[config.mk]
export PLATFORM = sky130hd
export DESIGN_NAME = vx_vopd_collector_flat
export DESIGN_NICKNAME = d
export VERILOG_FILES = /design/src/rtl/vx_vopd_collector_if.sv /design/src/rtl/vx_vopd_collector.sv /design/src/flat_wrapper.sv
export SDC_FILE = /design/constraint.sdc
export NUM_CORES = 1
export LEC_CHECK = 0
export ABC_AREA = 1
export CAP_MARGIN = 20
export CORE_AREA = 2 2 220 222
export DETAILED_ROUTE_END_ITERATION = 8
export DIE_AREA = 0 0 222 224
export REMOVE_ABC_BUFFERS = 1
export SLEW_MARGIN = 20
export SYNTH_ARGS = -nofsm -noshare
export SYNTH_HDL_FRONTEND = slang
export SYNTH_SLANG_ARGS = --single-unit
[constraint.sdc]
create_clock -name clk -period 1.5 [get_ports clk]
set_input_delay 0.45 -clock clk [delete_from_list [all_inputs] [get_ports clk]]
set_output_delay 0.45 -clock clk [all_outputs]
set_load 0.01 [all_outputs]
[src/rtl/vx_vopd_collector_if.sv]
// Dispatch, VGPR request/response and execute-side signals of the vector operand collector.
// master = collector view, slave = surrounding pipeline view (dispatch, VGPR file, execute).
interface vx_vopd_collector_if #(
   parameter int NUM_SRC    = 3,
   parameter int SIMD_WIDTH = 4,
   parameter int XLEN       = 32,
   parameter int VL_WIDTH   = 4,
   parameter int WIS_W      = 2,
   parameter int SID_W      = 1,
   parameter int REG_BITS   = 5
);
   localparam int SRC_OPD_W = (NUM_SRC > 1) ? $clog2(NUM_SRC) : 1;
   localparam int DW        = SIMD_WIDTH * XLEN;

   logic                         in_valid;
   logic                         in_ready;
   logic [WIS_W-1:0]             in_wis;
   logic [SID_W-1:0]             in_sid;
   logic [NUM_SRC-1:0]           in_used;
   logic [NUM_SRC*REG_BITS-1:0]  in_regs;
   logic [VL_WIDTH-1:0]          in_last_lid;

   logic                         req_valid;
   logic                         req_ready;
   logic [SRC_OPD_W-1:0]         req_opd_id;
   logic [VL_WIDTH-1:0]          req_lid;
   logic [WIS_W-1:0]             req_wis;
   logic [SID_W-1:0]             req_sid;
   logic [REG_BITS-1:0]          req_reg_id;

   logic                         rsp_valid;
   logic [SRC_OPD_W-1:0]         rsp_opd_id;
   logic [DW-1:0]                rsp_data;

   logic                         out_valid;
   logic                         out_ready;
   logic [NUM_SRC*DW-1:0]        out_data;
   logic [VL_WIDTH-1:0]          out_lid;
   logic [WIS_W-1:0]             out_wis;
   logic [SID_W-1:0]             out_sid;
   logic                         out_last;

   modport master (
      input  in_valid, in_wis, in_sid, in_used, in_regs, in_last_lid,
      output in_ready,
      output req_valid, req_opd_id, req_lid, req_wis, req_sid, req_reg_id,
      input  req_ready,
      input  rsp_valid, rsp_opd_id, rsp_data,
      output out_valid, out_data, out_lid, out_wis, out_sid, out_last,
      input  out_ready
   );

   modport slave (
      output in_valid, in_wis, in_sid, in_used, in_regs, in_last_lid,
      input  in_ready,
      input  req_valid, req_opd_id, req_lid, req_wis, req_sid, req_reg_id,
      output req_ready,
      output rsp_valid, rsp_opd_id, rsp_data,
      input  out_valid, out_data, out_lid, out_wis, out_sid, out_last,
      output out_ready
   );
endinterface

[src/rtl/vx_vopd_collector.sv]
// Vector operand collector: walks element groups, reads used operands from the VGPR file, emits operand sets.
// Optional macro VX_VOPD_COLLECTOR_PERF_EN adds saturating stall/group performance counters.
module vx_vopd_collector #(
   parameter int NUM_SRC    = 3,
   parameter int SIMD_WIDTH = 4,
   parameter int XLEN       = 32,
   parameter int VL_WIDTH   = 4,
   parameter int WIS_W      = 2,
   parameter int SID_W      = 1,
   parameter int REG_BITS   = 5
) (
   input  logic clk,
   input  logic reset,
   vx_vopd_collector_if.master bus
`ifdef VX_VOPD_COLLECTOR_PERF_EN
   ,
   output logic [31:0] perf_req_stall,
   output logic [31:0] perf_out_stall,
   output logic [31:0] perf_groups
`endif
);
   localparam int SRC_OPD_W = (NUM_SRC > 1) ? $clog2(NUM_SRC) : 1;
   localparam int DW        = SIMD_WIDTH * XLEN;

   typedef enum logic [1:0] {IDLE, REQ, WAIT, OUT} state_t;

   state_t                      state, state_n;
   logic [WIS_W-1:0]            wis;
   logic [SID_W-1:0]            sid;
   logic [NUM_SRC-1:0]          used, sent, recv;
   logic [NUM_SRC*REG_BITS-1:0] regs;
   logic [VL_WIDTH-1:0]         last_lid, lid;
   logic [NUM_SRC*DW-1:0]       data;

   logic [NUM_SRC-1:0]          pend, sel_oh, rsp_hit, rsp_take;
   logic [SRC_OPD_W-1:0]        sel;
   logic                        in_fire, req_fire, out_fire, last_req, last_grp;

   assign in_fire  = (state == IDLE) && bus.in_valid;
   assign req_fire = (state == REQ) && bus.req_ready;
   assign out_fire = (state == OUT) && bus.out_ready;
   assign last_grp = (lid == last_lid);

   // Lowest-index used operand that has not been requested yet for this group.
   // NOTE: every always_comb output gets a default first so no latch is inferred.
   always_comb begin
      pend   = used & ~sent;
      sel_oh = pend & (~pend + 1'b1);
      sel    = '0;
      for (int k = NUM_SRC - 1; k >= 0; k--)
         if (pend[k]) sel = SRC_OPD_W'(k);
      last_req = ((pend & ~sel_oh) == '0);
   end

   always_comb begin
      rsp_hit = '0;
      for (int k = 0; k < NUM_SRC; k++)
         rsp_hit[k] = bus.rsp_valid && (state != IDLE) && (bus.rsp_opd_id == SRC_OPD_W'(k));
      rsp_take = rsp_hit & used & sent & ~recv;
   end

   // NOTE: sequential state uses <= so every flop samples pre-edge values.
   always_ff @(posedge clk) begin
      if (reset) state <= IDLE;
      else       state <= state_n;
   end

   always_comb begin
      state_n = state;
      case (state)
         IDLE: if (in_fire) state_n = (bus.in_used == '0) ? OUT : REQ;
         REQ:  if (req_fire && last_req) state_n = WAIT;
         WAIT: if (recv == used) state_n = OUT;
         OUT:  if (out_fire) state_n = last_grp ? IDLE : ((used == '0) ? OUT : REQ);
         default: state_n = IDLE;
      endcase
   end

   always_comb begin
      bus.in_ready   = (state == IDLE);
      bus.req_valid  = (state == REQ);
      bus.req_opd_id = sel;
      bus.req_lid    = lid;
      bus.req_wis    = wis;
      bus.req_sid    = sid;
      bus.req_reg_id = regs[int'(sel)*REG_BITS +: REG_BITS];
      bus.out_valid  = (state == OUT);
      bus.out_data   = data;
      bus.out_lid    = lid;
      bus.out_wis    = wis;
      bus.out_sid    = sid;
      bus.out_last   = last_grp;
   end

   // NOTE: the operand buffer is reset too, since out_data must read zero straight after reset.
   always_ff @(posedge clk) begin
      if (reset) begin
         wis      <= '0;
         sid      <= '0;
         used     <= '0;
         regs     <= '0;
         last_lid <= '0;
         lid      <= '0;
         sent     <= '0;
         recv     <= '0;
         data     <= '0;
      end else if (in_fire) begin
         wis      <= bus.in_wis;
         sid      <= bus.in_sid;
         used     <= bus.in_used;
         regs     <= bus.in_regs;
         last_lid <= bus.in_last_lid;
         lid      <= '0;
         sent     <= '0;
         recv     <= '0;
         data     <= '0;
      end else if (out_fire && !last_grp) begin
         lid  <= lid + VL_WIDTH'(1);
         sent <= '0;
         recv <= '0;
         data <= '0;
      end else begin
         if (req_fire) sent <= sent | sel_oh;
         recv <= recv | rsp_take;
         for (int k = 0; k < NUM_SRC; k++)
            if (rsp_take[k]) data[k*DW +: DW] <= bus.rsp_data;
      end
   end

`ifdef VX_VOPD_COLLECTOR_PERF_EN
   always_ff @(posedge clk) begin
      if (reset) begin
         perf_req_stall <= '0;
         perf_out_stall <= '0;
         perf_groups    <= '0;
      end else begin
         if ((state == REQ) && !bus.req_ready && !(&perf_req_stall)) perf_req_stall <= perf_req_stall + 32'd1;
         if ((state == OUT) && !bus.out_ready && !(&perf_out_stall)) perf_out_stall <= perf_out_stall + 32'd1;
         if (out_fire && !(&perf_groups)) perf_groups <= perf_groups + 32'd1;
      end
   end
`endif

`ifndef SYNTHESIS
   // Unused, duplicate or not-yet-requested tags are dropped by the datapath; make them visible in simulation.
   a_rsp_legal: assert property (@(posedge clk) disable iff (reset)
      (bus.rsp_valid && (state != IDLE)) |-> (rsp_take != '0))
      else $error("vx_vopd_collector: ignored response tag %0d", bus.rsp_opd_id);
`endif
endmodule

[src/flat_wrapper.sv]
// flat-port wrapper written by rule: the top's interface ports become plain ports
module vx_vopd_collector_flat 
#(
   parameter int NUM_SRC    = 3,
   parameter int SIMD_WIDTH = 4,
   parameter int XLEN       = 32,
   parameter int VL_WIDTH   = 4,
   parameter int WIS_W      = 2,
   parameter int SID_W      = 1,
   parameter int REG_BITS   = 5
)
  (clk, reset, bus_in_valid, bus_in_wis, bus_in_sid, bus_in_used, bus_in_regs, bus_in_last_lid, bus_in_ready, bus_req_valid, bus_req_opd_id, bus_req_lid, bus_req_wis, bus_req_sid, bus_req_reg_id, bus_req_ready, bus_rsp_valid, bus_rsp_opd_id, bus_rsp_data, bus_out_valid, bus_out_data, bus_out_lid, bus_out_wis, bus_out_sid, bus_out_last, bus_out_ready);
  vx_vopd_collector_if #(.NUM_SRC(NUM_SRC), .SIMD_WIDTH(SIMD_WIDTH), .XLEN(XLEN), .VL_WIDTH(VL_WIDTH), .WIS_W(WIS_W), .SID_W(SID_W), .REG_BITS(REG_BITS)) bus_i ();
  input  logic clk;
  input  logic reset;
  input wire logic [$bits(bus_i.in_valid)-1:0] bus_in_valid;
  input wire logic [$bits(bus_i.in_wis)-1:0] bus_in_wis;
  input wire logic [$bits(bus_i.in_sid)-1:0] bus_in_sid;
  input wire logic [$bits(bus_i.in_used)-1:0] bus_in_used;
  input wire logic [$bits(bus_i.in_regs)-1:0] bus_in_regs;
  input wire logic [$bits(bus_i.in_last_lid)-1:0] bus_in_last_lid;
  output wire logic [$bits(bus_i.in_ready)-1:0] bus_in_ready;
  output wire logic [$bits(bus_i.req_valid)-1:0] bus_req_valid;
  output wire logic [$bits(bus_i.req_opd_id)-1:0] bus_req_opd_id;
  output wire logic [$bits(bus_i.req_lid)-1:0] bus_req_lid;
  output wire logic [$bits(bus_i.req_wis)-1:0] bus_req_wis;
  output wire logic [$bits(bus_i.req_sid)-1:0] bus_req_sid;
  output wire logic [$bits(bus_i.req_reg_id)-1:0] bus_req_reg_id;
  input wire logic [$bits(bus_i.req_ready)-1:0] bus_req_ready;
  input wire logic [$bits(bus_i.rsp_valid)-1:0] bus_rsp_valid;
  input wire logic [$bits(bus_i.rsp_opd_id)-1:0] bus_rsp_opd_id;
  input wire logic [$bits(bus_i.rsp_data)-1:0] bus_rsp_data;
  output wire logic [$bits(bus_i.out_valid)-1:0] bus_out_valid;
  output wire logic [$bits(bus_i.out_data)-1:0] bus_out_data;
  output wire logic [$bits(bus_i.out_lid)-1:0] bus_out_lid;
  output wire logic [$bits(bus_i.out_wis)-1:0] bus_out_wis;
  output wire logic [$bits(bus_i.out_sid)-1:0] bus_out_sid;
  output wire logic [$bits(bus_i.out_last)-1:0] bus_out_last;
  input wire logic [$bits(bus_i.out_ready)-1:0] bus_out_ready;
  assign bus_i.in_valid = bus_in_valid;
  assign bus_i.in_wis = bus_in_wis;
  assign bus_i.in_sid = bus_in_sid;
  assign bus_i.in_used = bus_in_used;
  assign bus_i.in_regs = bus_in_regs;
  assign bus_i.in_last_lid = bus_in_last_lid;
  assign bus_in_ready = bus_i.in_ready;
  assign bus_req_valid = bus_i.req_valid;
  assign bus_req_opd_id = bus_i.req_opd_id;
  assign bus_req_lid = bus_i.req_lid;
  assign bus_req_wis = bus_i.req_wis;
  assign bus_req_sid = bus_i.req_sid;
  assign bus_req_reg_id = bus_i.req_reg_id;
  assign bus_i.req_ready = bus_req_ready;
  assign bus_i.rsp_valid = bus_rsp_valid;
  assign bus_i.rsp_opd_id = bus_rsp_opd_id;
  assign bus_i.rsp_data = bus_rsp_data;
  assign bus_out_valid = bus_i.out_valid;
  assign bus_out_data = bus_i.out_data;
  assign bus_out_lid = bus_i.out_lid;
  assign bus_out_wis = bus_i.out_wis;
  assign bus_out_sid = bus_i.out_sid;
  assign bus_out_last = bus_i.out_last;
  assign bus_i.out_ready = bus_out_ready;
  vx_vopd_collector #(.NUM_SRC(NUM_SRC), .SIMD_WIDTH(SIMD_WIDTH), .XLEN(XLEN), .VL_WIDTH(VL_WIDTH), .WIS_W(WIS_W), .SID_W(SID_W), .REG_BITS(REG_BITS)) u_core (.clk(clk), .reset(reset), .bus(bus_i));
endmodule
# Word level (Yosys, flattened, before mapping)
# Cells that the tools add are included.
totals:
  register_bits: 421
  inputBits: 161
  output_inout_bits: 409
  elab_cells: 69
op_classes:
  n_addsub: 2
  multipliers: 1
  n_eq_ne: 11
  shifts: 1
  n_mux: 11
  n_bitwise: 12
  reduce_logical: 19
op_table:
  columns: ["cell", "count"]
  rows:
  - ["15-bit by 32-bit indexed part select with 5-bit output", 1]
  - ["2-bit 2-to-1 mux", 10]
  - ["3-bit AND", 6]
  - ["3-bit inverter", 4]
  - ["1-bit logical AND", 9]
  - ["3-bit zero test", 3]
  - ["2-bit by 1-bit != test with 1-bit output, second input constant", 4]
  - ["2-bit one-hot mux with 4 select lines", 1]
  - ["2-bit equality test, second input constant", 3]
  - ["3-bit OR", 2]
  - ["2-bit by 3-bit multiplier with 5-bit output, second input constant", 1]
  - ["4-bit by 1-bit adder with 4-bit output, second input constant", 1]
  - ["2-bit by 1-bit equality test with 1-bit output, second input constant", 2]
  - ["4-bit equality test", 1]
  - ["2-bit zero test", 2]
  - ["4-bit AND reduction", 1]
  - ["3-bit by 1-bit adder with 3-bit output, second input constant", 1]
  - ["3-bit equality test", 1]
  - ["3-bit OR reduction", 1]
  - ["2-bit nonzero test", 1]
  - ["2-bit OR reduction", 1]
  - ["1-bit zero test", 1]

# Depth between registers and ports, before layout
logic_depth:
  word_depth: 11
  mapped_depth: 11
  ltp_nobuf: 11

# Worst setup path before layout
# Ideal clock, no wire load.
synth_timing:
  path_type: "reg2out"
  from: "reg u_core.sent[1]"
  to: "out bus_req_reg_id[0]"
  arrival_ps: 1502
  t_required_ps: 1050
  setup_slack_ps: -452
  path_stages_with_launch: 7
  n_path_buf: 0
  path_cell_list: "dfxtp_1 -> inv_1 -> nand2_1 -> nand2_1 -> nor3_1 -> clkinv_1 -> a31oi_1"
synth_via:
  elab_chain_cells: 6
synth_rtl:
  columns: ["item", "line", "text"]
  rows:
  - ["start: declaration", "vx_vopd_collector.sv:30", "logic [NUM_SRC-1:0] used, sent, recv;"]
  - ["start signal: assignment", "vx_vopd_collector.sv:123", "if (req_fire) sent <= sent | sel_oh;"]
  - ["3-bit inverter", "vx_vopd_collector.sv:47", "pend = used & ~sent;"]
  - ["3-bit AND", "vx_vopd_collector.sv:47", null]
  - ["2-bit 2-to-1 mux (2 in a row)", "vx_vopd_collector.sv:51", "if (pend[k]) sel = SRC_OPD_W'(k);"]
  - ["via bus_req_opd_id[1]", "flat_wrapper.sv:24", "output wire logic [$bits(bus_i.req_opd_id)-1:0] bus_req_opd_id;"]
  - ["2-bit by 3-bit multiplier with 5-bit output", "vx_vopd_collector.sv:86", "bus.req_reg_id = regs[int'(sel)*REG_BITS +: REG_BITS];"]
  - ["15-bit by 32-bit indexed part select with 5-bit output", "vx_vopd_collector.sv:86", null]
  - ["end: declaration", "flat_wrapper.sv:28", "output wire logic [$bits(bus_i.req_reg_id)-1:0] bus_req_reg_id;"]
# The timed path passes the listed nets, and every way through them passes these cells.

# Worst setup path in the final report
layout_timing:
  from: "reg u_core.sent[0]"
  to: "out bus_req_reg_id[1]"
layout_via:
  elab_chain_cells: 5
layout_rtl:
  columns: ["item", "line"]
  rows:
  - ["3-bit inverter", "vx_vopd_collector.sv:47"]
  - ["3-bit AND", "vx_vopd_collector.sv:47"]
  - ["2-bit 2-to-1 mux", "vx_vopd_collector.sv:51"]
  - ["2-bit by 3-bit multiplier with 5-bit output", "vx_vopd_collector.sv:86"]
  - ["15-bit by 32-bit indexed part select with 5-bit output", "vx_vopd_collector.sv:86"]
# No other way between the ends.

==> summary.txt <==
Run status
  – Status: finished with violations
  – Failing checks: design-rule violations, negative setup slack

Yosys
  – Post-synth EDFFs: 0
  – Largest family of logic cells by synthesized area: simple AND/OR/NAND/NOR gates
  – Seq/Total Area, Yosys: 53.79%
  – Synth Flop Type: dfxtp_1
  – Complex-gate fraction of the synthesized area: 14.04%
  – Cells after Synth: 1984
  – Synth warn: 0
  – #FFs+latches synth: 421
  – Mux share of post-synthesis cell area: 0%
  – Adder-cell share of the synthesized area: 0.07986%
  – Dominant cell by count in the synthesized netlist: nand2_1
  – Largest cells by area after synthesis: dfxtp_1, a21oi_1, nand2_1
  – Synthesized area: 0.01567 mm^2
  – Synth Area in XOR/XNOR: 0.05590%
  – Synth cell types: 26
  – Commonest cells post-synth: nand2_1, dfxtp_1, a21oi_1, nand3_1, nand4_1
  – Synth top area share: 53.79%
  – Yosys top cell by area: dfxtp_1
  – Syn_area_per_cell: 7.897 um^2
  – Synth Area in Simple Gates: 25.85%
  – Asr flop ratio synth: 0%

Final layout
  – Cell Count, Final, Fillers Out: 3359
  – Area delta synth->final: 95.95%
  – Share of cells above drive strength 1: 57.66%
  – Nets: 2880
  – Filler cell count: 3674

Pwr
  – Share of power burned in registers: 41.1%
  – Clock power share: 38.5%
  – Switching share of power: 27.88%
  – Leakage: 11.27 nW
  – Power Density: 907.3 mW/mm^2
  – Logic pwr share: 20.4%
  – Max IR drop VDD: 0.8107 mV
  – P_sw: 7.767 mW
  – Internal: 20.09 mW

Detailed routing
  – Average wire per standard cell: 25.96 um
  – Drt total wl: 87200 um
  – First-pass DRT Iterations: 8
  – Remaining DRCs: 1
  – Vias: 19.17k
  – Via-to-Cell Ratio: 5.707
  – ANT nets after route: 0
  – DR iter-0 viols: 2128

Floorplanning
  – Starting density of the core: 33.09%
  – Die Y: 224 um
  – Top Ports: 570
  – Site Rows: 80
  – Die Footprint: 0.04973 mm^2
  – Die span in x: 222 um
  – Core ar.: 0.04735 mm^2

Timing
  – Fmax: 427.0 MHz
  – Worst Skew: 0.01537 ns
  – RSZ-0062 raised after global routing: true
  – Final setup viols: 492
  – Setup TNS: -109.04 ns
  – Final critical-path required period: 2.342 ns
  – Post-route worst setup slack: -0.8419 ns
  – Rel. slew slack: 66.27%
  – Final Hold Fails: 0
  – Final Max Slew Viols: 0
  – Worst slew pin tran: 0.5059 ns
  – Crit share post-route: 156.1%

Hold path
  – Hold WC Path Type: flop to flop

Worst setup path
  – Buffers and inverters on the worst path: 5
  – CP Cell Sequence: inv_2 > nand2_2 > nand2_2 > nor3_2 > buf_4 > clkinv_4 > buf_12 > a31oi_4 > buf_6
  – Critical path data arrival time: 1.89 ns
  – Crit path max fanout: 5
  – CP delay by family, top: buffers and inverters
  – Max incr delay on CP: 0.33 ns
  – WS Path Type: flop to output port
  – WP data required: 1.05 ns
  – Worst Setup Start Kind: flop
  – Crit-path most repeated cell: nand2_2
  – Slowest-stage cell, CP: dfxtp_2
  – CP endpoint kind: output port

CTS
  – CTS tree: yes
  – CTS H-tree lvls: 2
  – Max clock buf depth: 3
  – Clock latency on the worst-skew pair: 0.59 ns
  – Sink Count: 421
  – CTS Root Cell: clkbuf_16
  – Hold buffer count at cts: 0
  – Worst-path clk slew: 0.06 ns
  – Clock buffer count from CTS: 45

Place
  – Dpl hpwl: 42900 um
  – Final GP Congestion: 0.8512
  – Dpl cells: 3097
  – Number of port buffers: 569

Global routing
  – Vias in the first global route: 17.00k
  – Grt total ovfl: 0
  – GRT Overall Usage: 26.77%
  – Initial antenna violation count: 3
  – First-pass GRT wire length: 103700 um
  – Pin count of the biggest net entering global routing: 77

Run
  – Max-cap viol count: 0
==> state kept, by name, indices dropped and copies added (netlist names) <==
name                 count
u_core.regs             15
u_core.last_lid          4
u_core.used              3
u_core.recv              3
u_core.sent              3
u_core.bus.out_data    384
u_core.state             2
u_core.bus.out_lid       4
u_core.bus.out_sid       1
u_core.bus.out_wis       2
==> worst paths after layout <==
path / startpoint / end / slack, ns / cells past startpoint
worst min-delay path: u_core.bus.out_data[45]$_SDFFE_PP0P_ / u_core.bus.out_data[45]$_SDFFE_PP0P_ / 0.45 / 2
worst max register to register: u_core.state[1]$_SDFFE_PP0P_ / u_core.bus.out_data[85]$_SDFFE_PP0P_ / -0.36 / 11
worst max-delay path: u_core.sent[0]$_SDFFE_PP0P_ / bus_req_reg_id[1] / -0.84 / 9
worst min register to register: u_core.bus.out_data[45]$_SDFFE_PP0P_ / u_core.bus.out_data[45]$_SDFFE_PP0P_ / 0.45 / 2
==> cells in the final DEF (no fill, tap or decap), drive strengths merged <==
master / synthesis / layout
o21ai: 30 / 30
nand4: 128 / 128
clkdlybuf4s50: 0 / 160
a211oi: 1 / 1
clkbuf: 113 / 126
a31oi: 5 / 5
dfxtp: 421 / 421
bufbuf: 0 / 1
inv: 32 / 35
nand2: 435 / 439
nor2: 64 / 64
ha: 1 / 1
o22ai: 1 / 1
nor3: 3 / 3
clkinv: 1 / 5
diode: 0 / 2
bufinv: 0 / 1
a21oi: 399 / 399
nand3: 264 / 264
xnor2: 1 / 1
nor4: 1 / 1
o31ai: 1 / 1
buf: 83 / 655
==> layout make-up <==
type                    count  area, um^2  share of cell area (%)
well taps                 615       769.5                   2.506
inverters                  33       146.4                  0.4768
clock buffers              63        1264                   4.116
repair buffers            879       11080                   36.08
diodes                      2       5.005                 0.01630
flip-flops and latches    421        8929                   29.08
clock inverters             8       76.32                  0.2486
multi-input cells        1338        8434                   27.47
==> stage by stage <==
step | util (%) | instance area [um^2] | total power, mW | setup WS [ns] | hold slack, ns
3_3_place_gp | 48.25 | 22840 | 14.82 | -0.7568 | 0.4474
3_5_place_dp | 48.25 | 22840 | 14.85 | -0.7547 | 0.4512
5_1_grt | 64.84 | 30700 | 28.59 | -0.9255 | 0.4596
4_1_cts | 55.74 | 26390 | 26.48 | -0.8791 | 0.4553
6_report | 64.84 | 30700 | 27.86 | -0.8419 | 0.4477
2_1_floorplan | - | 14820 | 12.69 | -9.465 | 0.4455
==> per-layer routing <==
metal  part of all wire, %  global-route usage (%)  wire, um
met1                    38                   32.42     32950
met4                   4.9                   11.62      4238
met2                    47                   44.78     41190
met3                    10                   7.201      8815
met5                 0.014                       0        12
==> power groups by stage <==
stage / logic [mW] / clock network [mW] / registers, mW
global route: 5.87 / 11.3 / 11.5
floorplan: 1.01 / 0 / 11.7
CTS: 4.24 / 10.8 / 11.5
detailed placement: 3.16 / 0 / 11.7
finish: 5.67 / 10.7 / 11.5
global placement: 3.14 / 0 / 11.7
==> kinds of logic (layout without fill, tap and decap cells) <==
logic type	after synthesis	in the layout
AND/OR/NAND/NOR	895	899
AO/OA/AOI/OAI	437	437
flip-flops	421	421
buffers and inverters	229	983
adder cells (fa/ha/maj)	1	1
XOR/XNOR	1	1
other	0	2
==> worst register-to-register path, cell delays in order, from the launching register on <==
cell and delay, ns:
dfxtp_4 0.36, nor2_4 0.04, buf_6 0.12, nor2_4 0.12, nand2_4 0.08, nor3_4 0.22
buf_6 0.21, nand2_8 0.13, buf_6 0.17, clkbuf_16 0.17, nand2_8 0.07, a21oi_4 0.06
==> timing repair <==
action,4_1_cts,5_1_grt
gates resized for setup,2589,592
pin swaps,17,81
setup endpoints to repair,797,645
cloned,26,88
setup buffers,43,47
(Power assumes the default switching activity.)
